===== config.mk =====
export PLATFORM = sky130hd
export DESIGN_NAME = mem_block_summer
export DESIGN_NICKNAME = d
export VERILOG_FILES = /design/src/rtl/mem_block_summer.sv
export SDC_FILE = /design/constraint.sdc
export NUM_CORES = 1
export LEC_CHECK = 0
export ABC_CLOCK_PERIOD_IN_PS = 2300
export BUFFER_PORTS_ARGS = -buffer_cell sky130_fd_sc_hd__buf_2
export CORE_UTILIZATION = 25
export CTS_CLUSTER_SIZE = 20
export DETAILED_ROUTE_END_ITERATION = 16
export GPL_ROUTABILITY_DRIVEN = 0
export SLEW_MARGIN = 5
export SYNTH_ARGS = -nofsm -noshare
export SYNTH_HDL_FRONTEND = slang
export SYNTH_SLANG_ARGS = --single-unit

===== constraint.sdc =====
create_clock -name clk -period 2.3 [get_ports clk]
set_clock_uncertainty 0.05 [all_clocks]
set_input_delay 0.23 -clock clk [delete_from_list [all_inputs] [get_ports clk]]
set_output_delay 0.23 -clock clk [all_outputs]
set_load 0.02 [all_outputs]

===== src/rtl/mem_block_summer.sv =====
// Block-sum sequencer for the 256x8 data memory: reads COUNT bytes from a base
// address, accumulates a 16-bit sum, then writes it back little-endian to a destination.
module mem_block_summer #(
  parameter bit SIGNED_ELEMS = 1'b1
) (
  input  logic        clk,
  input  logic        rst,
  input  logic        start,
  input  logic [7:0]  base_addr,
  input  logic [7:0]  count,
  input  logic [7:0]  dest_addr,
  output logic [7:0]  mem_addr,
  output logic [7:0]  mem_wdata,
  output logic        mem_store,
  input  logic [7:0]  mem_rdata,
  output logic        busy,
  output logic        done,
  output logic [15:0] sum
);

  typedef enum logic [2:0] {IDLE, READ, WR_LO, WR_HI, DONE} state_t;

  state_t      state_q, state_d;
  logic [7:0]  base_q, base_d;
  logic [7:0]  cnt_q, cnt_d;
  logic [7:0]  dest_q, dest_d;
  logic [7:0]  idx_q, idx_d;
  logic [15:0] acc_q, acc_d;
  logic [15:0] sum_q, sum_d;
  logic [15:0] ext_rdata;

  assign ext_rdata = SIGNED_ELEMS ? {{8{mem_rdata[7]}}, mem_rdata} : {8'h00, mem_rdata};

  always_ff @(posedge clk) begin
    if (rst) begin
      state_q <= IDLE;
      base_q  <= 8'h00;
      cnt_q   <= 8'h00;
      dest_q  <= 8'h00;
      idx_q   <= 8'h00;
      acc_q   <= 16'h0000;
      sum_q   <= 16'h0000;
    end else begin
      state_q <= state_d;
      base_q  <= base_d;
      cnt_q   <= cnt_d;
      dest_q  <= dest_d;
      idx_q   <= idx_d;
      acc_q   <= acc_d;
      sum_q   <= sum_d;
    end
  end

  always_comb begin
    state_d = state_q;
    base_d  = base_q;
    cnt_d   = cnt_q;
    dest_d  = dest_q;
    idx_d   = idx_q;
    acc_d   = acc_q;
    sum_d   = sum_q;
    case (state_q)
      IDLE: begin
        if (start) begin
          base_d  = base_addr;
          cnt_d   = count;
          dest_d  = dest_addr;
          idx_d   = 8'h00;
          acc_d   = 16'h0000;
          state_d = (count != 8'h00) ? READ : WR_LO;
        end
      end
      READ: begin
        acc_d = acc_q + ext_rdata;
        idx_d = idx_q + 8'd1;
        if (idx_q == cnt_q - 8'd1) state_d = WR_LO;
      end
      WR_LO: state_d = WR_HI;
      WR_HI: begin
        state_d = DONE;
        sum_d   = acc_q;
      end
      DONE:    state_d = IDLE;
      default: state_d = IDLE;
    endcase
  end

  // Memory-side outputs depend only on registered state, never on start or mem_rdata.
  always_comb begin
    mem_addr  = 8'h00;
    mem_wdata = 8'h00;
    mem_store = 1'b0;
    busy      = 1'b1;
    done      = 1'b0;
    case (state_q)
      IDLE:  busy = 1'b0;
      READ:  mem_addr = base_q + idx_q;
      WR_LO: begin
        mem_addr  = dest_q;
        mem_wdata = acc_q[7:0];
        mem_store = 1'b1;
      end
      WR_HI: begin
        mem_addr  = dest_q + 8'd1;
        mem_wdata = acc_q[15:8];
        mem_store = 1'b1;
      end
      DONE:    done = 1'b1;
      default: busy = 1'b0;
    endcase
  end

  assign sum = sum_q;

endmodule


# [Yosys cells after proc, flatten, opt, wreduce, memory -nomap -nowiden]
# Index checks and enable logic that the tools add are counted.
[totals] inputBits=35 out_inout_bits=35 elab_cells=40 ff_bits=67
[classes] eq_ne=7 addsub=5 reduce_logical=8 muxes=13
[op_table] operator="16-bit one-hot mux with 2 select lines" n=1
[op_table] operator="8-bit one-hot mux with 2 select lines" n=2
[op_table] operator="8-bit one-hot mux with 3 select lines" n=1
[op_table] operator="16-bit adder" n=1
[op_table] operator="8-bit by 1-bit adder with 8-bit output (second input constant)" n=2
[op_table] operator="16-bit two-way mux" n=1
[op_table] operator="3-bit one-hot mux with 4 select lines" n=1
[op_table] operator="8-bit adder" n=1
[op_table] operator="8-bit == test" n=1
[op_table] operator="8-bit two-way mux" n=1
[op_table] operator="8-bit nonzero test" n=1
[op_table] operator="8-bit by 1-bit subtractor with 8-bit output (second input constant)" n=1
[op_table] operator="3-bit by 2-bit == test with 1-bit output (second input constant)" n=2
[op_table] operator="3-bit two-way mux" n=2
[op_table] operator="2-bit AND reduction" n=3
[op_table] operator="2-bit inequality test (second input constant)" n=2
[op_table] operator="4-bit OR reduction" n=1
[op_table] operator="3-bit by 1-bit == test with 1-bit output (second input constant)" n=1
[op_table] operator="3-bit == test (second input constant)" n=1
[op_table] operator="3-bit zero test" n=1
[op_table] operator="1-bit two-way mux" n=3
[op_table] operator="2-bit two-way mux" n=1
[op_table] operator="2-bit nonzero test" n=1
[op_table] operator="2-bit OR reduction" n=1

# [Depth between registers and ports, before layout]
# Gate-level depths: netlist of run 1.
[logic_depth] word_depth=4 ltp_mapped=8 ltp_nobuf=8

# [Worst setup path after synthesis of run 1]
# No wires, ideal clock.
[synth_path] kind="register to output" startpoint="register idx_q[0]" endpoint="output mem_addr[6]" n_path_buf=0 required_time_ps=2020 t_arrival_ps=1951 slack_ps=69 path_stages_with_launch=9 path_cell_list="dfxtp_1 -> ha_1 -> fa_1 -> a21o_1 -> a21oi_1 -> o21bai_1 -> a21oi_1 -> xor2_1 -> o22ai_1"
[synth_via] elab_chain_cells=2
[synth_lines] element="start: declaration" line="27" text="logic [7:0] idx_q, idx_d;"
[synth_lines] element="start signal: assignment" line="48" text="idx_q <= idx_d;"
[synth_lines] element="8-bit adder" line="97" text="READ: mem_addr = base_q + idx_q;"
[synth_lines] element="8-bit one-hot mux with 3 select lines" line="95" text="case (state_q)"
[synth_lines] element="end: declaration" line="12" text="output logic [7:0] mem_addr,"
# No other way between the ends.

# [Final worst setup path of run 1]
[layout_path] startpoint="register base_q[0]" endpoint="output mem_addr[4]"
[layout_via] elab_chain_cells=2
[layout_lines] element="start: declaration" line="24" text="logic [7:0] base_q, base_d;"
[layout_lines] element="start signal: assignment" line="45" text="base_q <= base_d;"
[layout_lines] element="8-bit adder" line="97"
[layout_lines] element="8-bit one-hot mux with 3 select lines" line="95"
# No other way between the ends.

==> results of run 1 <==
-- final cells by class --
| class | instances | area, µm² |
|---|---|---|
| fill | 1652 | 10200 |
| clock inverter | 6 | 138 |
| timing repair buffer | 106 | 649 |
| tap | 211 | 264 |
| clock buffer | 10 | 229 |
| inverter | 8 | 30.0 |
| sequential | 67 | 1350 |
| multi-input combinational | 414 | 2610 |
-- layer usage --
metal,share of wire (%),track usage (%),up-vias
li1,-,-,1988
met1,48,17.9,1763
met2,47,23.1,62
met3,3.8,2.12,13
met4,1.7,4.98,0
met5,0,0,-
-- worst max-delay path, delay by kind of cell (launching register included) --
family / cells / cell delay (ns)
XOR/XNOR: 1 / 0.10
adder cells (fa/ha/maj): 2 / 0.50
AO/OA/AOI/OAI: 4 / 0.58
buffers and inverters: 2 / 0.29
flip-flops: 1 / 0.33
AND/OR/NAND/NOR: 1 / 0.06
-- flip-flops by register name (all words and copies together) (netlist names) --
name,flops
acc_q,16
state_q,3
dest_q,8
cnt_q,8
base_q,8
idx_q,8
sum,16
-- report_power, final --
group | total [W] | switching (W) | leakage [nW] | internal [W]
Clock | 0.00171 | 0.000538 | 0.177 | 0.00117
Combinational | 0.000857 | 0.000495 | 1.51 | 0.000361
Sequential | 0.00131 | 0.0000728 | 0.548 | 0.00124
Total | 0.00388 | 0.00111 | 2.23 | 0.00277
-- repair_timing --
action                     in CTS  in global routing
gates resized for setup        21                 10
setup buffers                   1                  2
setup endpoints to repair       8                  8
pin swaps                      15                 10
-- placed cells by master (no fill, tap or decap), types with 3 or more instances in the layout --
cell type,netlist,layout
sky130_fd_sc_hd__a31oi_1,3,3
sky130_fd_sc_hd__ha_1,25,23
sky130_fd_sc_hd__clkbuf_16,0,9
sky130_fd_sc_hd__nand4_1,8,8
sky130_fd_sc_hd__inv_1,8,8
sky130_fd_sc_hd__nand3_1,17,17
sky130_fd_sc_hd__a21oi_1,67,64
sky130_fd_sc_hd__buf_4,0,39
sky130_fd_sc_hd__a22o_1,6,6
sky130_fd_sc_hd__o21a_1,3,3
sky130_fd_sc_hd__a21oi_2,0,3
sky130_fd_sc_hd__dfxtp_2,0,5
sky130_fd_sc_hd__a211oi_1,3,3
sky130_fd_sc_hd__a21o_1,5,5
sky130_fd_sc_hd__dfxtp_1,67,62
sky130_fd_sc_hd__nor3_1,9,9
sky130_fd_sc_hd__nor2_1,36,36
sky130_fd_sc_hd__and3_1,5,5
sky130_fd_sc_hd__nand2_1,115,115
sky130_fd_sc_hd__nand3b_1,4,4
sky130_fd_sc_hd__o21ai_1,5,4
sky130_fd_sc_hd__bufinv_16,0,4
sky130_fd_sc_hd__mux2i_1,11,11
sky130_fd_sc_hd__a32oi_1,3,3
sky130_fd_sc_hd__o21ai_2,0,3
sky130_fd_sc_hd__buf_2,7,65
sky130_fd_sc_hd__nor4_1,5,4
sky130_fd_sc_hd__xnor2_1,18,16
sky130_fd_sc_hd__and2_1,5,5
sky130_fd_sc_hd__a311oi_1,3,3
sky130_fd_sc_hd__xor2_1,14,14
sky130_fd_sc_hd__o21ai_0,10,8
-- cells in the mapped netlist (5+ instances only) --
master                     number  share of area [%]
sky130_fd_sc_hd__a21o_1         5               0.94
sky130_fd_sc_hd__a21oi_1       67                8.4
sky130_fd_sc_hd__a22o_1         6                1.3
sky130_fd_sc_hd__and2_1         5               0.78
sky130_fd_sc_hd__and3_1         5               0.78
sky130_fd_sc_hd__buf_2          7               0.88
sky130_fd_sc_hd__clkbuf_1      17                1.6
sky130_fd_sc_hd__dfxtp_1       67                 34
sky130_fd_sc_hd__ha_1          25                7.8
sky130_fd_sc_hd__inv_1          8               0.75
sky130_fd_sc_hd__mux2i_1       11                2.8
sky130_fd_sc_hd__nand2_1      115                 11
sky130_fd_sc_hd__nand3_1       17                2.1
sky130_fd_sc_hd__nand4_1        8                1.3
sky130_fd_sc_hd__nor2_1        36                3.4
sky130_fd_sc_hd__nor3_1         9                1.1
sky130_fd_sc_hd__nor4_1         5               0.78
sky130_fd_sc_hd__o21ai_0       10                1.3
sky130_fd_sc_hd__o21ai_1        5               0.63
sky130_fd_sc_hd__xnor2_1       18                3.9
sky130_fd_sc_hd__xor2_1        14                3.1
-- how the worst max path moves through the flow --
| stage | start | slack, ns | end | cells after the start |
|---|---|---|---|---|
| 6_report | base_q[0] | -0.17 | mem_addr[4] | 10 |
| 5_1_grt | base_q[0] | -0.24 | mem_addr[6] | 9 |
| 3_5_place_dp | mem_rdata[0] | -0.13 | acc_q[14] | 9 |
| 2_1_floorplan | idx_q[0] | 0.07 | mem_addr[6] | 8 |
| 4_1_cts | base_q[0] | -0.18 | mem_addr[4] | 10 |
| 3_3_place_gp | mem_rdata[0] | -0.06 | acc_q[14] | 9 |
-- per-stage QoR --
step                std cells  hold slack, ns
detailed placement        803           0.398
global route              822          0.0908
finish                    822          0.0815
CTS                       820          0.0768
floorplan                 517           0.316
global placement          803           0.394
-- kinds of logic (layout without fill, tap and decap cells) --
group / count (synthesis) / count (layout) / share of synthesized area [%]
compound gates: 129 / 129 / 20.0
xor+xnor: 32 / 32 / 7.00
fa+ha+maj: 27 / 27 / 8.82
buf+inv: 36 / 130 / 3.78
flops: 67 / 67 / 33.5
mux: 13 / 13 / 3.31
simple gates: 213 / 213 / 23.6
==> results.txt, run 1 <==
The distinct cell type count of the synthesized netlist is 51. The die boundary width is 129 µm. In this run, synthesis produced a sequential element count of 67. Counting I/O delays and the setup requirement, the final critical path takes 2.47 ns. The via count of the first global-routing pass came to 3,648. The cell count after synthesis came out at 517. For hold timing, the worst endpoint is dest_q[0].

Of the synthesized area, sequential elements account for 33.5%. The detailed-route via count came out at 3,826. The worst setup path is launched from a register. The net count after synthesis is 579. The category of the worst setup path capture point is an output pin. The run finished, with violations left.

Among the stages of the critical path, the cell type that occurs most often is sky130_fd_sc_hd__buf_4. The max-slew violation count came out at 0. Counting flops with a built-in enable in the synthesized netlist gives 0. The final setup violation count is 7.

The core area is 15,400 µm². Total power for the finished layout comes to 0.00388 W. The source of the worst hold timing path is dest_addr[0]. For the worst setup path, the data required time is 2.02 ns. The setup TNS after final layout came out at -0.468 ns. The power density over the cells came out at 736 nW/µm². The DRC violation total after the first TritonRoute iteration is 135. The antenna violation net count after detailed routing is 0.

The most used flip-flop cell after synthesis is sky130_fd_sc_hd__dfxtp_1. The net count of the finished layout is 668. The number of antenna violations at the first check in global routing came out at 0.

The I/O pin total came out at 70. The via count normalized by instance count came out at 4.65. The area enclosed by the die boundary came out at 16,500 µm². The maximum number of pins on one net before global-route repair came out at 59.

Setup repair after global routing could not meet its margin everywhere. The critical path is of the register to output pin type. The share of flip-flops with an asynchronous set or reset came out at 0%. The initial cell density of the core is 25.9%. Cells fill 34.1% of the core in the end.

The vertical die dimension is 129 µm. In the routed design, unresolved DRC markers number 0. In this run the core area contains 45 standard-cell rows. TritonCTS created 9 clock buffers. The maximum clock frequency is 405 MHz. In this run the worst hold path is classified as primary input to register. In this run the critical register-to-register path is captured at acc_q[12]. The tree is rooted in a sky130_fd_sc_hd__clkbuf_16. The mapped cell area came out at 4000 µm². The count of TritonRoute iterations in the first routing pass is 4. Across the run, the number of max-cap violations was 0. Summed over all cells, the static leakage comes to 2.23 nW. The post-placement setup slack came out at -0.126 ns. The global-route wire length before repair is 18,100 µm. The H-tree was split into 3 levels. The clock passes through at most 2 buffers. The critical path goes through ha_4 -> fa_2 -> a21o_1 -> a21oi_2 -> buf_4 -> xnor2_2 -> o21ai_1 -> a32oi_1 -> nor2_1 -> buf_4.

The post-detailed-routing wire length came out at 11,100 µm. The critical path's largest stage delay came out at 0.34 ns. Compared with the post-synthesis result, the final layout area differs by 31.5%. The total of hold buffers inserted after clock tree synthesis is 0. The overall overflow remaining after global route is 0. In this run the critical register-to-register path is launched from acc_q[0].

The TritonCTS clock tree is yes. The clock-pin slew on the worst setup and hold paths is 0.06 ns. The routed length per instance is 13.5 µm. The placed cell area is 4760 µm².

The fraction of layout instances using a drive strength above 1 came out at 24.7%. The clock drives 67 sinks. The number of antenna diodes in the final layout is 0. Once routing completed, OpenROAD measured the worst setup slack at -0.172 ns. The slew at the pin with the worst max-slew slack came out at 0.587 ns. Global routing used 13.8% of the available tracks. The maximum vdd ir drop is 0.299 mV.

After routing the design area is 5270 µm². The largest individual stage delay along the critical path comes from the cell sky130_fd_sc_hd__fa_2. The tightest slew margin relative to the limit came out at 60.8%. The checks that failed: negative setup slack. The number of warning messages in the yosys log is 0. The total of buffers placed on input and output ports is 69. The hold violation total from the final report came to 0. The signal arrival time at the worst endpoint is 2.19 ns. The worst path uses 107% of the clock period.

The peak fanout along the critical path is 2. The average footprint of a synthesized cell is 7.74 µm². The logic depth of the worst register-to-register path came out at 9. The worst-skew pair later-pin latency is 0.33 ns. The final HPWL from detailed placement is 8270 µm. Along the worst hold path, the cell count comes to 3. For flop-to-flop paths, the worst setup slack is -0.01 ns.
Power figures use the tool's default switching activity.
==> run 2, diff against run 1 <==
--- a/config.mk
+++ b/config.mk
@@ -7,7 +7,7 @@
 export LEC_CHECK = 0
 export ABC_CLOCK_PERIOD_IN_PS = 2300
 export BUFFER_PORTS_ARGS = -buffer_cell sky130_fd_sc_hd__buf_2
-export CORE_UTILIZATION = 25
+export CORE_UTILIZATION = 30
 export CTS_CLUSTER_SIZE = 20
 export DETAILED_ROUTE_END_ITERATION = 16
 export GPL_ROUTABILITY_DRIVEN = 0
==> run 2 against run 1 <==
Compared with the run above:
- the flow still finishes with violations (negative setup slack)
- count of clock-buffer cells in the layout stayed put
- worst setup slack got worse by 0.0065 ns
- wire length increased by 0.31%
- global-route usage grew 3.0 points
- largest power group unchanged
==> results.txt, run 2 (synthesized netlist as in run 1, its figures left out) <==
The leakage power summed over all cells is 2.18 nW (-2.4%). The post-detailed-routing wire length is 11,200 µm (+0.31%). The register cell area after layout is 1350 µm² (about the same). The routed length per instance came to 14.3 µm (+5.7%). The final net count came to 665 (-0.45%). The slowest cell on the critical path is sky130_fd_sc_hd__fa_2. The maximum clock frequency came out at 403 MHz (-0.26%). The checks that failed: negative setup slack. The final setup slack of the worst path was -0.179 ns (-0.00654 ns).

CTS placed an instance of sky130_fd_sc_hd__clkbuf_16 at the clock tree root. The hold violation total from the final report is 0 (unchanged). The die boundary width came to 118 µm (-8.6%). The vertical die dimension was 118 µm (-8.6%). The H-tree depth came out at 3 (unchanged).

The initial cell density of the core came out at 31.2% (+5.3 points). The overall overflow remaining after global route came to 0 (unchanged). The flow ran to the end, but the final reports show violations. The required time at the endpoint of the critical path came out at 2.02 ns (about the same). The signal on the critical path passes through ha_4 -> fa_2 -> a21o_1 -> a21oi_2 -> o21bai_1 -> a21oi_1 -> xor2_1 -> o22ai_1 -> buf_4. TritonCTS built the clock tree. The area of the multi-input gates is 2610 µm² (about the same). The number of rows created at floorplan is 41 (-8.9%).

The power density over the cells is 706 nW/µm² (-4.2%). The peak fanout along the critical path came out at 2 (unchanged). Grouping stages by cell kind, the critical path spends the most delay in compound AO/OA/AOI/OAI gates. The number of buffers created by CTS is 9 (unchanged). STA classifies the critical path endpoint as an output pin. The via count normalized by instance count came to 4.99 (+7.2%).

The tightest slew margin relative to the limit came out at 58.0% (-2.8 points). The critical path's largest stage delay was 0.34 ns (about the same). The time the worst path needs with I/O delays and setup is 2.48 ns (+0.00653 ns). The worst setup path is launched from a register.

The final critical-path share of the clock period is 108% (+0.28 points). Setup repair after global routing could not meet its margin everywhere. The class of the tightest hold or removal check is primary input to register. The number of cells after detailed placement came out at 762 (-5.1%).

The core area was 12,800 µm² (-17%). The via count of the first global-routing pass is 3,835 (+5.1%). The DRC violation count after routing came to 0 (unchanged). The maximum number of pins on one net before global-route repair is 27 (-54%). The number of antenna violations at the first check in global routing is 1 (+1).

The signal arrival time at the worst endpoint came out at 2.20 ns (about the same). The global-route wire length before repair is 18,900 µm (+4.4%). The maximum vdd ir drop is 0.331 mV (+11%). The worst-skew pair later-pin latency came out at 0.33 ns (about the same). The total global routing track utilization came out at 16.8% (+3.0 points). The I/O pin total came to 70 (unchanged).

The count of TritonRoute iterations in the first routing pass came out at 4 (unchanged). The clock-pin slew on the worst setup and hold paths was 0.06 ns (about the same). In the layout the commonest cells are 115 x sky130_fd_sc_hd__nand2_1, 65 x sky130_fd_sc_hd__buf_2, 64 x sky130_fd_sc_hd__a21oi_1.

The total of buffers placed on input and output ports came to 69 (unchanged). The library cell used most frequently in the layout, excluding fill and tap cells, is sky130_fd_sc_hd__nand2_1. The buffering stage count on the worst path with inverters included is 1 (-1).

The count of maximum capacitance violations came out at 0 (unchanged). The DRC violation total after the first TritonRoute iteration came out at 244 (+81%). The final non-filler cell total was 780 (-5.1%). The max-slew violation count came out at 0 (unchanged).

The final HPWL from detailed placement is 8380 µm (+1.4%). The number of fillers in the final layout was 1,299 (-21%). The number of clock sinks came out at 67 (unchanged).

The area enclosed by the die boundary is 13,800 µm² (-16%). The area growth from synthesis to layout is 27.9%. The detailed-route via count came to 3,891 (+1.7%). The slew at the pin with the worst max-slew slack came out at 0.625 ns (+0.0378 ns).

The antenna violation net count after detailed routing is 0 (unchanged). By startpoint and endpoint, the worst setup path is classified as register to output pin. The setup TNS after final layout was -0.443 ns (+0.0253 ns). The final setup violation count came out at 5 (-2). The fraction of layout instances using a drive strength above 1 came to 23.9% (-0.83 points). The number of buffers on the longest clock path came out at 2 (unchanged).
-- run 2: cell count changes in the layout (fill, tap and decap cells not counted), sizes merged --
cell and change:
buf -3, bufinv -2, clkinv +1, diode +1
-- run 2: worst register-to-register path, cell delays in order, from the launching register on --
cell and delay [ns]:
sky130_fd_sc_hd__dfxtp_2 0.33, sky130_fd_sc_hd__ha_4 0.16, sky130_fd_sc_hd__fa_2 0.41, sky130_fd_sc_hd__a211oi_4 0.32, sky130_fd_sc_hd__nor4_2 0.07, sky130_fd_sc_hd__nor4b_2 0.25
sky130_fd_sc_hd__buf_4 0.17, sky130_fd_sc_hd__o21ai_2 0.05, sky130_fd_sc_hd__xor2_1 0.14, sky130_fd_sc_hd__a22o_1 0.19
-- run 2: final cells by class --
class	instances	share of cell area, %
Antenna cell	1	0.0489
Clock buffer	10	4.47
Clock inverter	5	1.54
Inverter	8	0.586
Multi-Input combinational cell	414	50.9
Sequential cell	67	26.3
Tap cell	172	4.20
Timing Repair Buffer	103	11.9
-- run 2: worst paths after layout --
| check | startpoint | to | slack (ns) | depth (start not counted) |
|---|---|---|---|---|
| setup / recovery | base_q[0] | mem_addr[6] | -0.18 | 9 |
| hold / removal | base_addr[5] | base_q[5] | 0.09 | 3 |
| setup reg to reg | acc_q[0] | acc_q[14] | 0.05 | 9 |
| hold reg to reg | sum[3] | sum[3] | 0.40 | 2 |
-- run 2: report_power, final --
| part | total, W | internal [W] | switching (W) |
|---|---|---|---|
| clock network | 0.00144 | 0.000940 | 0.000504 |
| registers | 0.00131 | 0.00124 | 0.0000711 |
| logic | 0.000862 | 0.000356 | 0.000505 |
| total | 0.00361 | 0.00253 | 0.00108 |
-- run 2: routing by layer --
layer,global-route usage [%],wire [µm],vias up
li1,-,-,1986
met1,21.7,5310,1799
met2,27.0,5090,88
met3,3.88,548,18
met4,6.57,225,0
met5,0,0,-
-- run 2: timing repair --
item	CTS	global route
hold buffers	0	0
gates resized for setup	18	10
pin swaps	15	13
setup endpoints to repair	8	10
buffers inserted	1	1
-- run 2: per-stage QoR --
step | utilization [%] | hold WS (ns) | setup slack [ns] | power, W | cell area (µm²)
CTS | 39.5 | 0.0776 | -0.166 | 0.00361 | 5070
global placement | 36.5 | 0.391 | -0.0849 | 0.00214 | 4680
detailed placement | 36.5 | 0.393 | -0.130 | 0.00215 | 4680
floorplan | - | 0.316 | 0.0694 | 0.00190 | 4000
finish | 39.9 | 0.0882 | -0.179 | 0.00361 | 5120
global route | 39.9 | 0.0961 | -0.283 | 0.00381 | 5120
